[src/rtl/shr_frame_rx.sv]
// Serial frame receiver: synchronises a three-wire clock/data/sync stream onto clk_in
// and reassembles each framed word MSB-first, flagging frames with the wrong bit count.
module shr_frame_rx #(
    parameter int WIDTH = 16,
    parameter int CNT_W = 8
) (
    input  logic             clk_in,
    input  logic             rst,
    input  logic             s_clk,
    input  logic             s_din,
    input  logic             s_syn,
    output logic [WIDTH-1:0] data,
    output logic             data_valid,
    output logic             frame_err,
    output logic             busy,
    output logic [CNT_W-1:0] word_cnt
);
    // state | meaning
    // IDLE  | waiting for a sync rising edge; serial clock ignored
    // SHIFT | frame open; one bit sampled per serial clock rise
    typedef enum logic {IDLE = 1'b0, SHIFT = 1'b1} state_t;

    localparam int BCW = $clog2(WIDTH + 2);
    localparam logic [BCW-1:0] BITS_FULL = BCW'(WIDTH);
    localparam logic [BCW-1:0] BITS_OVF  = BCW'(WIDTH + 1);

    state_t           state, state_nxt;
    logic [2:0]       sync1, sync2;     // [0] clk, [1] din, [2] syn
    logic [1:0]       hist;             // [0] clk, [1] syn
    logic [1:0]       settle;
    logic             armed;
    logic [WIDTH-1:0] sr;
    logic [BCW-1:0]   bit_cnt;
    logic             clk_rise, syn_rise, syn_fall;
    logic             start, shift_bit, end_good, end_bad;

    always_ff @(posedge clk_in) begin
        if (rst) begin
            sync1 <= '0;
            sync2 <= '0;
            hist  <= '0;
        end else begin
            sync1 <= {s_syn, s_din, s_clk};
            sync2 <= sync1;
            hist  <= {sync2[2], sync2[0]};
        end
    end

    assign clk_rise = sync2[0] & ~hist[0];
    assign syn_rise = sync2[2] & ~hist[1];
    assign syn_fall = ~sync2[2] & hist[1];

    // sync2 holds the real pin level only two edges after reset; a frame may open
    // only once sync has been seen low, so a level held high across reset is ignored
    always_ff @(posedge clk_in) begin
        if (rst) begin
            settle <= 2'd2;
            armed  <= 1'b0;
        end else if (settle != 2'd0) begin
            settle <= settle - 2'd1;
        end else if (!sync2[2]) begin
            armed <= 1'b1;
        end
    end

    always_ff @(posedge clk_in) begin
        if (rst) state <= IDLE;
        else     state <= state_nxt;
    end

    always_comb begin
        state_nxt = state;
        case (state)
            IDLE:    if (syn_rise && armed) state_nxt = SHIFT;
            SHIFT:   if (syn_fall) state_nxt = IDLE;
            default: state_nxt = IDLE;
        endcase
    end

    // a sync fall takes priority over a serial clock rise in the same cycle
    always_comb begin
        start     = 1'b0;
        shift_bit = 1'b0;
        end_good  = 1'b0;
        end_bad   = 1'b0;
        case (state)
            IDLE: start = syn_rise & armed;
            SHIFT: begin
                if (syn_fall) begin
                    end_good = (bit_cnt == BITS_FULL);
                    end_bad  = (bit_cnt != BITS_FULL);
                end else if (clk_rise) begin
                    shift_bit = 1'b1;
                end
            end
            default: ;
        endcase
    end

    always_ff @(posedge clk_in) begin
        if (rst) begin
            sr         <= '0;
            bit_cnt    <= '0;
            data       <= '0;
            data_valid <= 1'b0;
            frame_err  <= 1'b0;
            word_cnt   <= '0;
        end else begin
            data_valid <= end_good;
            frame_err  <= end_bad;
            if (start) begin
                sr      <= '0;
                bit_cnt <= '0;
            end else if (shift_bit) begin
                if (bit_cnt < BITS_FULL) begin
                    sr      <= {sr[WIDTH-2:0], sync2[1]};
                    bit_cnt <= bit_cnt + BCW'(1);
                end else begin
                    bit_cnt <= BITS_OVF;
                end
            end
            if (end_good) begin
                data     <= sr;
                word_cnt <= word_cnt + CNT_W'(1);
            end
        end
    end

    assign busy = (state == SHIFT);

endmodule

[config.mk]
export PLATFORM = sky130hd
export DESIGN_NAME = shr_frame_rx
export DESIGN_NICKNAME = d
export VERILOG_FILES = /design/src/rtl/shr_frame_rx.sv
export SDC_FILE = /design/constraint.sdc
export NUM_CORES = 1
export LEC_CHECK = 0
export BUFFER_PORTS_ARGS = -buffer_cell sky130_fd_sc_hd__buf_2
export CELL_PAD_IN_SITES_DETAIL_PLACEMENT = 0
export CELL_PAD_IN_SITES_GLOBAL_PLACEMENT = 2
export CORE_ASPECT_RATIO = 1.5
export CORE_MARGIN = 2
export CORE_UTILIZATION = 34
export CTS_CLUSTER_SIZE = 14
export DETAILED_ROUTE_END_ITERATION = 10
export PLACE_DENSITY = 0.83
export SLEW_MARGIN = 40
export SYNTH_ARGS = -nofsm -noshare
export SYNTH_HDL_FRONTEND = slang
export SYNTH_SLANG_ARGS = --single-unit
[constraint.sdc]
create_clock -name clk_in -period 1.8 [get_ports clk_in]
set_input_delay 0.09 -clock clk_in [delete_from_list [all_inputs] [get_ports clk_in]]
set_output_delay 0.09 -clock clk_in [all_outputs]
set_load 0.01 [all_outputs]
==> summary.md, run 1 <==
| Metric | Value |
|---|---|
| Number of global-route vias before repair | 1959 |
| Clk Latency, worst-skew pair | 0.35 ns |
| Yosys cell types | 31 |
| Root buffer cell | clkbuf_8 |
| Final slew viol count | 0 |
| Max Cap Viol | 0 |
| PwrDens | around 1000 nW/µm² |
| CP arrival | 1.85 ns |
| Synth warnings | 0 |
| Top-count cell post-synth | dfxtp_1 |
| Req. time, crit path | 2.03 ns |
| Post-Synthesis Cells | 271 |
| Top cell type's share of synthesized area | 49.8% |
| # rows | 37 |
| Placed wire-length estimate | 3.73 mm |
| Finished Cell Area | 2920 µm² |
| Vias/cell | 5.29 |
| Post-CTS Setup Bufs | 0 |
| CORE AREA | 6810 µm² |
| Placer congestion estimate | 0.762 |
| Layout Nets | 318 |
| CTS max path bufs | 2 |
| Clock-pin slew on the worst setup and hold paths | 0.06 ns |
| Top cells by count, synth | dfxtp_1 (59), a21oi_1 (42), nand3_1 (37), o21ai_0 (36) |
| Drt wl/cell | between 10 and 15 µm |
| Syn Nets | 280 |
| RSZ-0062 raised after global routing | false |
| Area Overhead vs Synth | 23.3% |
| CTS tree | yes |
| Synth Flop Type | dfxtp_1 |
| Status | complete, no violations |
| Ys async rst share | 0% |
| Setup crit end kind | flip-flop |
| Setup TNS | 0 ns |
| Area leader, netlist | dfxtp_1 |
| Clock net sink count | between 50 and 60 |
| Hold path start | rst |
| DR pass1 iterations | 4 |
| Pleak | roughly 0.0011 µW |
| Worst path top cell family by delay | simple AND/OR/NAND/NOR gates |
| Residual DRC count | 0 |
| Final setup fails | 0 |
| Ant diodes | 0 |
| First-pass GRT wire length | around 9.4 mm |
| Antenna-violating nets left | 0 |
| Worst relative slew slack | approximately 69% |
| DP Worst Slack | 0.0793 ns |
| Yosys reg bits | 59 |
| Mapped Area | 2370 µm² |
| Die Wd | ~72 µm |
| Worst Tran Pin Value | around 0.46 ns |
| Crit-path cells | inv_1 > ha_1 > nand4bb_2 > nor4_1 > mux2_2 |
| Via count | 2073 |
| Synth Area per Inst | between 8 and 9 µm² |
| Worst ir drop on vdd | 0.524 mV |
| CTS Buf Count | 9 |
| Post-route setup slack | between 0.15 and 0.2 ns |
| Min Clock Period, post-route | 1.62 ns |
| Die H | 106 µm |
| Seq/Total Area, Yosys | 49.8% |
| Share of layout cells above drive strength 1 | roughly 23% |
| Crit Path Max Fanout | 7 |
| Critical R2R Launch | bit_cnt[0] |
| Setup CP Type | flip-flop to flip-flop |
| Boundary pin count | 32 |
| Total gr overflow | 0 |
| Crit path launch | bit_cnt[0] |
| Synth area leaders | dfxtp_1 (50%), a21oi_1 (8.9%), nand3_1 (7.8%) |
| Crit-path max cell delay | 0.38 ns |
| Post-synth EDFFs | 0 |
| Initial Utilization | 34.8% |
| Initial antenna violation count | 0 |
| Gr usage total | 15.9% |
| Die ar. | 7670 µm² |
| Fin crit share | approximately nine tenths |
| Placed instance area | 2650 µm² |
| Crit path max-delay cell type | nor4_1 |
| H-tree lvl count | 3 |
| Largest net degree at the start of global routing | 27 |
| Port Buffers | 31 |
| Hold Fails Final Rpt | 0 |
| Initial DRC count | 106 |
| Crit path buf inv count | 1 |
| Drt total wl | 5.47 mm |
| Fin Clk Skew | 0.00953 ns |
| Worst setup SP type | flip-flop |
| HP Class | input port to flip-flop |
| Fmax | 0.618 GHz |
placed cells by master, fill, tap and decap left out, drive strengths merged, types with 3 or more instances in the layout:
| cell type | count |
|---|---|
| o31ai | 4 |
| nor4 | 3 |
| o21ai | 36 |
| nor2b | 13 |
| dlygate4sd3 | 3 |
| nand4 | 3 |
| nor3 | 3 |
| mux2 | 4 |
| nor2 | 9 |
| ha | 4 |
| bufinv | 3 |
| buf | 47 |
| clkbuf | 11 |
| inv | 8 |
| dfxtp | 59 |
| a21oi | 42 |
| nand3 | 37 |
what timing repair did:
| action | CTS | global route |
|---|---|---|
| resized for setup | 0 | 1 |
| endpoints found under the hold margin | 3 | 0 |
| endpoints found under the setup margin | 0 | 4 |
| hold buffers | 3 | 0 |
registers in the layout, indices dropped and copies added, names as in the netlist:
register,count
bit_cnt,5
settle,2
sync2,3
frame_err,1
data,16
hist,2
armed,1
sr,16
data_valid,1
sync1,3
word_cnt,8
busy,1
report_power, final:
| group | leakage [µW] | internal [µW] | switching (µW) |
|---|---|---|---|
| clock | 0.000123 | 953 | 515 |
| sequential | 0.000477 | 1340 | 16.0 |
| combinational | 0.000507 | 71.4 | 86.0 |
| total | 0.00111 | 2370 | 617 |
worst min-delay path: stages:
cell and delay, ns:
buf_2 0.12, buf_4 0.22, a21oi_1 0.05
through the flow:
stage          util, %  power, µW  hold WS [ns]  cells
2_1_floorplan        -       1500         0.218    271
3_3_place_gp      38.9       1530         0.307    373
3_5_place_dp      38.9       1540         0.310    373
4_1_cts           42.9       3030         0.191    392
5_1_grt           42.9       3120         0.220    392
6_report          42.9       2980         0.193    392
path summary, 6_finish.rpt:
| check | end | slack (ns) | cells after the start |
|---|---|---|---|
| max reg2reg | word_cnt[7] | 0.18 | 5 |
| max | word_cnt[7] | 0.18 | 5 |
| min reg2reg | sync2[1] | 0.44 | 1 |
| min | data[4] | 0.19 | 3 |
final cells by class:
cell class	instances	area, µm²
Timing Repair Buffer	50	305
Fill cell	692	3880
Sequential cell	59	1180
Tap cell	78	97.6
Clock inverter	5	100
Inverter	8	30.0
Clock buffer	11	141
Multi-Input combinational cell	181	1070
kinds of logic after synthesis:
logic type                 count (synthesis)  share of synthesized area (%)
xor gates and xnor gates                   1                          0.370
DFF                                       59                           49.8
buffers and inverters                     31                           5.39
adders and majority gates                  4                           2.11
and+or+nand+nor                           85                           21.0
muxes                                      5                           2.32
AOI/OAI and AO/OA                         86                           19.0
per-layer routing:
metal	part of all wire (%)	global-route usage (%)	vias up	wire (µm)
met5	0	0	-	0
met2	48	25.0	44	2640
met1	46	18.8	974	2520
met3	4.2	5.31	7	231
li1	-	-	1048	-
met4	1.5	8.49	0	80
Power figures use the tool's default switching activity.
==> run 2: changes to the inputs <==
--- a/config.mk
+++ b/config.mk
@@ -18,3 +18,4 @@
 export SYNTH_ARGS = -nofsm -noshare
 export SYNTH_HDL_FRONTEND = slang
 export SYNTH_SLANG_ARGS = --single-unit
+export TNS_END_PERCENT = 5
==> constraint.sdc (replaced) <==
create_clock -name clk_in -period 1.8 [get_ports clk_in]
set_input_delay 0.27 -clock clk_in [delete_from_list [all_inputs] [get_ports clk_in]]
set_output_delay 0.27 -clock clk_in [all_outputs]
set_load 0.01 [all_outputs]
==> run 2 against run 1 <==
Wire length grew 0.59%. Critical path depth stayed put. Critical path type unchanged. Clock power hardly changed. Die area stayed put. Sequential power about the same. Combinational power is 3% lower.
==> summary.md, run 2 (synthesis gave the netlist of run 1 again) <==
| Metric | Value |
|---|---|
| Placed instance area | between 2000 and 3000 µm² |
| Final setup fails | 0 |
| Clock-pin slew on the worst setup and hold paths | 0.07 ns |
| CTS Buf Count | 9 |
| Min Clock Period, post-route | between 1.5 and 2 ns |
| CTS max path bufs | 2 |
| Final core occ | a little over two fifths |
| Largest net degree at the start of global routing | 27 |
| Ant diodes | 0 |
| RSZ-0062 raised after global routing | false |
| Gr usage total | between 10% and 20% |
| Initial Utilization | about a third |
| Drt total wl | 5.50 mm |
| Area Overhead vs Synth | 22.0% |
| Fin Clk Skew | 0.0102 ns |
| Placed Instances | 373 |
| Die Wd | 72.2 µm |
| R2r endpoint | word_cnt[7] |
| FF-to-FF path depth | 5 |
| Pleak | 0.00109 µW |
| Commonest non-fill, non-tap cell in the layout | dfxtp_1 |
| Worst setup SP type | flip-flop |
| Crit path launch | bit_cnt[0] |
| Port Buffers | 31 |
| Critical Path Sink | word_cnt[7] |
| CORE AREA | around 7000 µm² |
| Hold buffer count at CTS | 0 |
| Max Cap Viol | 0 |
| Most frequent cells in the layout | dfxtp_1 (59), a21oi_1 (42), nand3_1 (37) |
| Hold Fails Final Rpt | 0 |
| First-pass GRT wire length | 9.36 mm |
| Initial antenna violation count | 0 |
| Initial DRC count | 102 |
| Vias/cell | 5.31 |
| Clk Latency, worst-skew pair | 0.35 ns |
| Crit Path Max Fanout | 7 |
| Status | complete, no violations |
| CTS tree | yes |
| Finished Cell Area | 2890 µm² |
| H-tree lvl count | 3 |
| Setup TNS | 0 ns |
| CP arrival | 1.85 ns |
| Final slew viol count | 0 |
| Fillers | approximately 700 |
| Worst Tran Pin Value | 0.460 ns |
| Clock net sink count | just under 60 |
| Total gr overflow | 0 |
| Post-CTS Setup Bufs | 0 |
| Req. time, crit path | approximately 2.0 ns |
| Antenna-violating nets left | 0 |
| Placer congestion estimate | between 0.7 and 0.8 |
| Root buffer cell | clkbuf_8 |
| Share of layout cells above drive strength 1 | 22.8% |
| HP Class | input port to flip-flop |
| Boundary pin count | 32 |
| Top flop regs | data x16, sr x16, word_cnt x8 |
| Critical R2R Launch | bit_cnt[0] |
| Die H | 106 µm |
| Die ar. | 7670 µm² |
| Drt wl/cell | 14.1 µm |
| Setup CP Type | flip-flop to flip-flop |
| Residual DRC count | 0 |
| Layout Nets | 315 |
| PwrDens | slightly above 1000 nW/µm² |
| Fmax | between 0.6 and 0.7 GHz |
| Setup crit end kind | flip-flop |
| Fin crit share | 89.9% |
| Post-Layout Cell Count | 389 |
| Number of global-route vias before repair | 1954 |
| Via count | 2064 |
| Reg2Reg Setup Slack | about 0.18 ns |
| DR pass1 iterations | 4 |
| Worst ir drop on vdd | between 0.5 and 0.6 mV |
| Worst relative slew slack | 69.3% |
| Placed wire-length estimate | 3.73 mm |
| # rows | 37 |
## run 2: changes by cell type in the layout (fill, tap and decap cells not counted)
cell           delta
dlygate4sd3_1     -3
## run 2: stage by stage
stage / worst slack, ns / hold slack (ns) / total power (µW)
after floorplan: 0.273 / 0.398 / 1500
after detailed placement: 0.0793 / 0.429 / 1540
final: 0.181 / 0.130 / 2980
after global placement: 0.167 / 0.426 / 1530
after global routing: 0.0502 / 0.134 / 3120
after CTS: 0.0890 / 0.119 / 3020
## run 2: worst min path at each step
stage / from / end / slack (ns) / cells past startpoint
finish: s_syn / sync1[2] / 0.13 / 2
global route: s_syn / sync1[2] / 0.13 / 2
detailed placement: sync1[1] / sync2[1] / 0.43 / 1
floorplan: s_clk / sync1[0] / 0.40 / 1
CTS: s_syn / sync1[2] / 0.12 / 2
global placement: sync1[1] / sync2[1] / 0.43 / 1
## run 2: routing by layer
| metal | part of all wire, % | global-route usage (%) | up-vias |
|---|---|---|---|
| met1 | 45 | 18.7 | 967 |
| met3 | 4.6 | 5.31 | 9 |
| met5 | 0 | 0 | - |
| li1 | - | - | 1042 |
| met2 | 48 | 24.9 | 46 |
| met4 | 1.7 | 8.49 | 0 |
## run 2: what timing repair did
item,4_1_cts,5_1_grt
gates resized for setup,0,1
hold endpoints to repair,0,0
setup endpoints to repair,0,4
## run 2: power breakdown
group / switching [µW] / internal, µW / leakage (µW)
clock: 516 / 953 / 0.000123
sequential: 16.1 / 1340 / 0.000477
combinational: 86.0 / 67.2 / 0.000494
total: 618 / 2360 / 0.00109
## run 2: final cells by class
cell class,count,area (µm²),share of cell area [%]
Sequential cell,59,1180,40.8
Clock buffer,11,141,4.89
Clock inverter,5,100,3.46
Inverter,8,30.0,1.04
Timing Repair Buffer,47,275,9.52
Tap cell,78,97.6,3.38
Multi-Input combinational cell,181,1070,36.9
## run 2: critical path: stages, from the launching register on
cell and delay [ns]:
dfxtp_1 0.31, inv_1 0.05, ha_1 0.17, nand4bb_2 0.23, nor4_1 0.38, mux2_2 0.37
==> run 3: changes to the inputs <==
--- a/config.mk
+++ b/config.mk
@@ -10,10 +10,12 @@
 export CELL_PAD_IN_SITES_GLOBAL_PLACEMENT = 2
 export CORE_ASPECT_RATIO = 1.5
 export CORE_MARGIN = 2
-export CORE_UTILIZATION = 34
+export CORE_UTILIZATION = 36
+export CTS_BUF_LIST = sky130_fd_sc_hd__clkbuf_8
 export CTS_CLUSTER_SIZE = 14
 export DETAILED_ROUTE_END_ITERATION = 10
-export PLACE_DENSITY = 0.83
+export PLACE_DENSITY = 0.86
+export REMOVE_ABC_BUFFERS = 1
 export SLEW_MARGIN = 40
 export SYNTH_ARGS = -nofsm -noshare
 export SYNTH_HDL_FRONTEND = slang
==> run 3 against run 2 <==
Sequential power about the same. First-iteration DRC count increased by 0.98%. Combinational power decreased by 3%. Critical path type unchanged. Non-clock buffer count decreased by 4. Total power decreased by 9.8%. Setup slack got worse by 0.062 ns. Critical endpoint unchanged. Cell count decreased by 1.8%. Die area decreased by 5.3%.
==> summary.md, run 3 (synthesis gave the netlist of run 1 again) <==
| Metric | Value |
|---|---|
| Hold path start | s_syn |
| CTS max path bufs | 2 |
| Vias/cell | 5.36 |
| Overall Power | 2690 µW |
| Setup TNS | 0 ns |
| Setup crit end kind | flip-flop |
| Fillers | 667 |
| Root buffer cell | clkbuf_8 |
| Worst Tran Pin Value | ~0.53 ns |
| HP Class | input port to flip-flop |
| Gr usage total | between 10% and 20% |
| Residual DRC count | 0 |
| Most frequent cells in the layout | dfxtp_1 (59), a21oi_1 (42), nand3_1 (37) |
| Hold buffer count at CTS | 0 |
| Port Buffers | 31 |
| Drt total wl | between 5 and 6 mm |
| Share of layout cells above drive strength 1 | 20.9% |
| Drt wl/cell | 13.7 µm |
| Initial Utilization | between 30% and 40% |
| FF-to-FF path depth | 6 |
| Reg2Reg Setup Slack | 0.12 ns |
| Final slew viol count | 0 |
| Finished Cell Area | ~2800 µm² |
| DR pass1 iterations | 4 |
| Critical R2R Launch | bit_cnt[1] |
| Initial DRC count | 103 |
| CP arrival | between 1.5 and 2 ns |
| Max Cap Viol | 0 |
| Area Overhead vs Synth | 18.4% |
| Pleak | 0.00106 µW |
| Post-CTS Setup Bufs | 0 |
| First-pass GRT wire length | between 9 and 10 mm |
| CTS Buf Count | 9 |
| Worst relative slew slack | 64.7% |
| Worst Hold Endpoint | sync1[2] |
| Cts repair resizes | 0 |
| Die H | 103 µm |
| Crit Path Max Fanout | 27 |
| Boundary pin count | 32 |
| Fmax | 0.595 GHz |
| Layout Nets | 311 |
| Min Clock Period, post-route | 1.68 ns |
| R2r endpoint | word_cnt[7] |
| Fin Clk Skew | 0.00634 ns |
| Placer congestion estimate | 0.705 |
| Setup CP Type | flip-flop to flip-flop |
| Via count | 2046 |
| Die ar. | 7260 µm² |
| CORE AREA | 6440 µm² |
| Hold Fails Final Rpt | 0 |
| Fin crit share | 93.4% |
| Top flop regs | data x16, sr x16, word_cnt x8 |
| Initial antenna violation count | 0 |
| Total gr overflow | 0 |
| Clock-pin slew on the worst setup and hold paths | 0.06 ns |
| Clk Latency, worst-skew pair | 0.33 ns |
| Hold path depth | 2 |
| Ant diodes | 0 |
| Placed instance area | 2610 µm² |
| Worst ir drop on vdd | between 0.4 and 0.5 mV |
| Clock net sink count | 59 |
| Status | complete, no violations |
| RSZ-0062 raised after global routing | false |
| Req. time, crit path | 2.03 ns |
| CTS tree | yes |
| Placed wire-length estimate | 3.40 mm |
| Final setup fails | 0 |
| Die Wd | 70.2 µm |
| Commonest non-fill, non-tap cell in the layout | dfxtp_1 |
| Antenna-violating nets left | 0 |
| Worst setup SP type | flip-flop |
| # rows | 36 |
| Largest net degree at the start of global routing | 28 |
| H-tree lvl count | 3 |
| Number of global-route vias before repair | 1889 |
| PwrDens | 958 nW/µm² |
==> run 3: final cells by class <==
class                   count  area (µm²)  share of cell area, %
clock buffers              11         151                   5.39
multi-input cells         181        1060                   37.8
inverters                   8        30.0                   1.07
well taps                  76        95.1                   3.39
clock inverters             4        42.5                   1.52
flip-flops and latches     59        1180                   42.1
repair buffers             43         245                   8.74
==> run 3: worst max-delay path by stage <==
stage | slack (ns) | endpoint | cells after the start | from
global placement | 0.16 | word_cnt[7] | 6 | bit_cnt[1]
detailed placement | 0.11 | word_cnt[7] | 6 | bit_cnt[1]
floorplan | -0.15 | word_cnt[5] | 5 | bit_cnt[0]
global route | 0.009 | word_cnt[5] | 6 | bit_cnt[1]
finish | 0.12 | word_cnt[7] | 6 | bit_cnt[1]
CTS | 0.11 | word_cnt[7] | 6 | bit_cnt[1]
==> run 3: layer usage <==
metal / share of wire (%) / GRT usage, % / vias to the layer above
li1: - / - / 1033
met1: 45 / 18.2 / 960
met2: 48 / 26.7 / 42
met3: 4.1 / 4.17 / 11
met4: 2.5 / 8.43 / 0
met5: 0 / 0 / -
==> run 3: stage by stage <==
step,cells,util [%],hold WS [ns],setup slack [ns]
floorplan,248,-,0.337,-0.150
global placement,367,40.6,0.419,0.155
detailed placement,367,40.6,0.424,0.109
CTS,382,43.6,0.130,0.108
global route,382,43.6,0.140,0.00856
finish,382,43.6,0.145,0.119
==> run 3: power breakdown <==
part	switching, µW	internal [µW]	leakage (µW)	total (µW)
clock	486	694	0.000108	1180
combinational	82.8	66.3	0.000475	149
sequential	15.8	1340	0.000477	1360
total	585	2100	0.00106	2690
==> run 3: critical path, stage by stage (launching register included) <==
cell and delay (ns):
dfxtp_1 0.34, inv_1 0.06, ha_1 0.14, nand4bb_1 0.10, buf_4 0.23, nor4_1 0.33
mux2_2 0.36
